===== src/rtl/w_updown_counter.sv =====
// w_updown_counter: parametrised up/down counter with a programmable modulus,
// 74HC161-style CEP/CET count enables, a synchronous parallel load and a
// cascadable combinational terminal count (TC).
// Optional feature macro: W_UPDOWN_COUNTER_SYNC_CLR_EN adds SR_N, an
// active-low synchronous clear that takes priority over load and count.
module w_updown_counter #(
  parameter int WIDTH   = 4,
  parameter int MODULUS = 16
) (
  input  logic             CP,
  input  logic             MR_N,
  input  logic             CEP,
  input  logic             CET,
  input  logic             PE_N,
  input  logic             U_D,
`ifdef W_UPDOWN_COUNTER_SYNC_CLR_EN
  input  logic             SR_N,
`endif
  input  logic [WIDTH-1:0] D,
  output logic [WIDTH-1:0] Q,
  output logic             TC
);

  // One extra bit so MODULUS == 2**WIDTH is representable for comparisons.
  localparam logic [WIDTH:0]   MOD_X  = (WIDTH+1)'(MODULUS);
  localparam logic [WIDTH:0]   LAST_X = (WIDTH+1)'(MODULUS - 1);
  localparam logic [WIDTH-1:0] LAST   = WIDTH'(MODULUS - 1);
  localparam logic [WIDTH-1:0] ONE    = WIDTH'(1);

  logic [WIDTH-1:0] q_q, q_d;
  logic [WIDTH:0]   q_x;
  logic             clr;

  assign q_x = {1'b0, q_q};

`ifdef W_UPDOWN_COUNTER_SYNC_CLR_EN
  assign clr = ~SR_N;
`else
  assign clr = 1'b0;
`endif

  // Next-state: clear > load > count > hold. Out-of-range values fold back
  // into the legal range on the first count step in either direction.
  always_comb begin
    q_d = q_q;
    if (clr) begin
      q_d = '0;
    end else if (!PE_N) begin
      q_d = D;
    end else if (CEP && CET) begin
      if (U_D) q_d = (q_x >= LAST_X) ? '0 : q_q + ONE;
      else     q_d = (q_q == '0 || q_x >= MOD_X) ? LAST : q_q - ONE;
    end
  end

  // Count register with asynchronous active-low master reset.
  always_ff @(posedge CP or negedge MR_N) begin
    if (!MR_N) q_q <= '0;
    else       q_q <= q_d;
  end

  assign Q  = q_q;
  // Terminal count is combinational so TC ripples through a CET chain.
  assign TC = CET & (U_D ? (q_x == LAST_X) : (q_q == '0));

endmodule


===== config.mk =====
export PLATFORM = sky130hd
export DESIGN_NAME = w_updown_counter
export DESIGN_NICKNAME = d
export VERILOG_FILES = /design/src/rtl/w_updown_counter.sv
export SDC_FILE = /design/constraint.sdc
export NUM_CORES = 1
export LEC_CHECK = 0
export ABC_CLOCK_PERIOD_IN_PS = 1750
export CAP_MARGIN = 20
export CORE_AREA = 2 2 39 41
export CTS_CLUSTER_SIZE = 24
export DETAILED_ROUTE_END_ITERATION = 16
export DIE_AREA = 0 0 41 43
export SLEW_MARGIN = 0
export SYNTH_ARGS = -nofsm -noshare
export SYNTH_HDL_FRONTEND = slang
export SYNTH_SLANG_ARGS = --single-unit

===== constraint.sdc =====
create_clock -name CP -period 1.75 [get_ports CP]
set_input_delay 0.4375 -clock CP [delete_from_list [all_inputs] [get_ports CP]]
set_output_delay 0.4375 -clock CP [all_outputs]
set_load 0.1 [all_outputs]

-- Word level (Yosys, flattened, before mapping)
Cells that the tools add are included.
- register bits after elaboration: 4
- bits in latches: 0
- memory bits (writable): 0
- ROM bits: 0
- bits of input ports: 10
- output and inout bits: 5
- logic and storage cells: 17
- memories: 0
- add/subtract/negate cells: 2
- $mul: 0
- divide/modulo/power cells: 0
- order comparisons: 2
- equal/unequal tests: 2
- shift-type cells: 0
- mux-type cells: 6
- bitwise logic cells: 1
- reduce and logical (&&, ||, !) cells: 3
- operator list (cell ; count):
    4-bit two-way mux ; 5
    4-bit by 5-bit greater-or-equal comparator with 1-bit output, second input constant ; 1
    4-bit by 1-bit adder with 4-bit output, second input constant ; 1
    4-bit equality test, second input constant ; 1
    4-bit greater-or-equal comparator, second input constant ; 1
    4-bit zero test ; 1
    4-bit by 1-bit subtractor with 4-bit output, second input constant ; 1
    2-bit by 1-bit inequality test with 1-bit output, second input constant ; 1
    1-bit bitwise AND ; 1
    1-bit logical AND ; 1
    1-bit logical OR ; 1
    1-bit two-way mux ; 1

-- Longest topological paths before layout
- depth after elaboration: 6
- mapped depth: 6
- gate-level depth less buffers: 6

-- Worst setup path before layout
Ideal clock, no wire load.
- path kind: flip-flop to output port
- start: register q_q[0], in the netlist Q[0]
- end: output TC
- arrival time: 2.475 ns
- data required time: 1.312 ns
- setup slack: -1.162 ns
- cell stages (with the launch flop): 6
- path buffers: 0
- cell sequence: dfrtp_1 -> ha_1 -> and3_4 -> nand2_1 -> o31ai_1 -> and2_1
- cells in the longest elaborated chain, start to end: 3
- elaborated cells between the ends (all ways): 4
- classes of those cells: eq/ne (1); mux (1); bitwise (1); reduce/logical (1)
- ends and longest elaborated chain (what ; RTL line ; RTL):
    from (decl) ; 30 ; logic [WIDTH-1:0] q_q, q_d;
    from (signal assigned) ; 59 ; else q_q <= q_d;
    4-bit equality test / 4-bit zero test (equally long branches) ; 64 ; assign TC = CET & (U_D ? (q_x == LAST_X) : (q_q == '0));
    1-bit two-way mux (*) ; 64 ;
    1-bit bitwise AND (*) ; 64 ;
    to (decl) ; 21 ; output logic TC
Mark *: on every way between the ends. The rest lies on a longest branch, timed or not.

-- Final worst setup path
Same ends and word-level chain as after synthesis.

==> run summary <==
Status: finished, violations left
Violations in the final reports: setup timing
WHS: 0.407 ns
Mux contribution to synthesized area: 0
Nets: 86
Post-route ant nets: 0
Placed cells: 81
Sequential-to-total area share from yosys stat: 0.272
Main combinational cell family by area after synthesis: compound AO/OA/AOI/OAI gates
Max_slew headroom: 0.808
Final Non-Filler Cells: 88
Most frequent cells in the layout: 12 x buf_4, 8 x clkdlybuf4s50_1, 5 x nor2_1, 5 x buf_12
Clock transition at the registers of the reported paths: 0.04 ns
Initial antenna violation count: 0
Ratio of cells with drive above 1 in the final layout: 0.500
M3 GR Usage: 0.0942
Critical Path Fanout Max: 3
Maximum clock rate: 513 MHz
Final period util: 1.11
Hold buffers post-CTS: 0
Total negative slack: -0.198 ns
Complex-gate fraction of the synthesized area: 0.279
Clock Skew: 0.00626 ns
PD cells: 742 nW/um^2
Vias: 398
IO buf count: 14
Gr busiest metal: met2
Clock Path Buffers: 2
Post-layout min period: 1.95 ns
Initial Util: 0.266
Setup crit end kind: output pin
1st-iter DRT viols: 4
Die H: 43 um
Worst-margin pin slew: 0.287 ns
Area of the mapped netlist: 368 sq um
Clock sink count: 4
RSZ-0062 raised after global routing: yes
Routed WL: 909 um
Final setup vio count: 1
First-pass GRT wire length: 1.50 mm
Ant. Diodes: 0
Synth Area in Adders: 0.0680
Core footprint: 1380 sq um
Met1 GRT Util: 0.168
Count of distinct cell types in the synthesized netlist: 24
Area growth syn-to-layout: 95.9%
CTS tree: yes
Gpl congestion: 0.701
HPWL after DPL: 734 um
Synthesis-stage register bit count: 4
Critical Path AT: 1.51 ns
Final Util: 0.521
Commonest non-fill, non-tap cell in the layout: buf_4
Max VDD drop: 519 uV
Post-Synthesis Cells: 45
Die Footprint: 1760 sq um
Worst R2R End: Q[3]
Synthesis warning total: 0
Post-synthesis simple-gate area fraction: 0.255
Routed len/inst: 10.3 um
CTS buffer count: 3
Critical path class: flop to output pin
Clk Tree Root Cell: clkbuf_4
Min-Delay Path Class: input port to asynchronous set/reset pin
Net Count, Synth: 57
Pleak: 0.304 nW
Max reg flops: 4
DR vias/cell: 4.52
Setup ws final: -0.198 ns
Post-Synth XOR/XNOR Area: 0.0476
Gr usage total: 0.130
Average size of a mapped cell: 8.17 sq um
Worst skew pair latency: 0.23 ns
Fin. max-slew vios: 0
DRC: 0
H-tree depth: 1
GRT overflow: 0
Critical Path RT: 1.31 ns
Number of global-route vias before repair: 358
Max Cap Violations: 0
TritonRoute pass-1 iters: 2
Critical R2R Launch: Q[0]
M2 GR Usage: 0.175
Post-Place Setup Slack: -0.322 ns
Die W: 41 um
R2R Setup Slk: 0.20 ns
Largest net degree at the start of global routing: 10
FP Rows: 14
Worst Reg-to-Reg Cells: 8
Io pins: 15
Crit start category: flop
Final Hold Viols: 0
==> per-stage QoR <==
step,area [sq um],total power [W]
floorplan,398,0.000294
global placement,647,0.000400
detailed placement,647,0.000403
CTS,708,0.000539
global route,721,0.000574
finish,721,0.000535
==> cell usage after synthesis <==
cell,n,share of area
o21ai_2,1,0.024
a31oi_1,4,0.068
nand4_1,1,0.017
nand2b_4,1,0.037
inv_1,2,0.020
a21oi_1,4,0.054
and2_1,1,0.017
nand2_1,5,0.051
nand3b_1,1,0.020
nor3_1,1,0.014
o21ba_2,1,0.027
o21ai_0,3,0.041
a21o_1,1,0.020
dfrtp_1,4,0.27
a21oi_2,1,0.024
buf_6,1,0.031
clkdlybuf4s18_2,1,0.027
and3_4,1,0.031
and3_1,1,0.017
ha_1,2,0.068
xor2_1,1,0.024
o31ai_1,1,0.020
nor2_1,5,0.051
xnor2_1,1,0.024
==> final cells by class <==
class	instances	area, sq um
well taps	16	20.0
multi-input cells	37	274
flip-flops and latches	4	113
fillers	142	663
repair buffers	26	279
clock buffers	3	22.5
inverters	2	12.5
==> cells by family after synthesis <==
group           count (synthesis)
flops                           4
buf+inv                         4
compound gates                 16
fa+ha+maj                       2
xor+xnor                        2
simple gates                   17
==> worst max-delay path by stage <==
stage / slack, ns / startpoint / endpoint / depth (start not counted)
finish: -0.20 / Q[0] / TC / 6
global route: -0.27 / Q[0] / TC / 6
CTS: -0.21 / Q[0] / TC / 6
detailed placement: -0.32 / U_D / TC / 6
global placement: -0.30 / U_D / TC / 6
floorplan: -0.20 / Q[0] / TC / 5
==> timing repair <==
item | 4_1_cts | 5_1_grt
setup buffers | 3 | 1
gates resized for setup | 4 | 2
pin swaps | 3 | 2
endpoints found under the setup margin | 1 | 1
endpoints found under the hold margin | 0 | 0
==> worst max-delay path, stage by stage (launching register included) <==
cell and delay (ns):
dfrtp_4 0.50, inv_4 0.07, ha_4 0.14, nand2b_4 0.05
o31ai_2 0.16, and2_4 0.18, buf_12 0.16
==> power by group <==
part,total (W),internal (W),switching (W)
sequential,0.000137,0.000109,0.0000273
combinational,0.000287,0.000136,0.000151
clock,0.000111,0.0000765,0.0000345
==> routing by layer <==
layer	vias up	share of wire
met5	-	0
met1	168	0.45
met2	15	0.47
li1	215	-
met4	0	0
met3	0	0.073
Note: power is estimated with default switching activity, not from simulation.
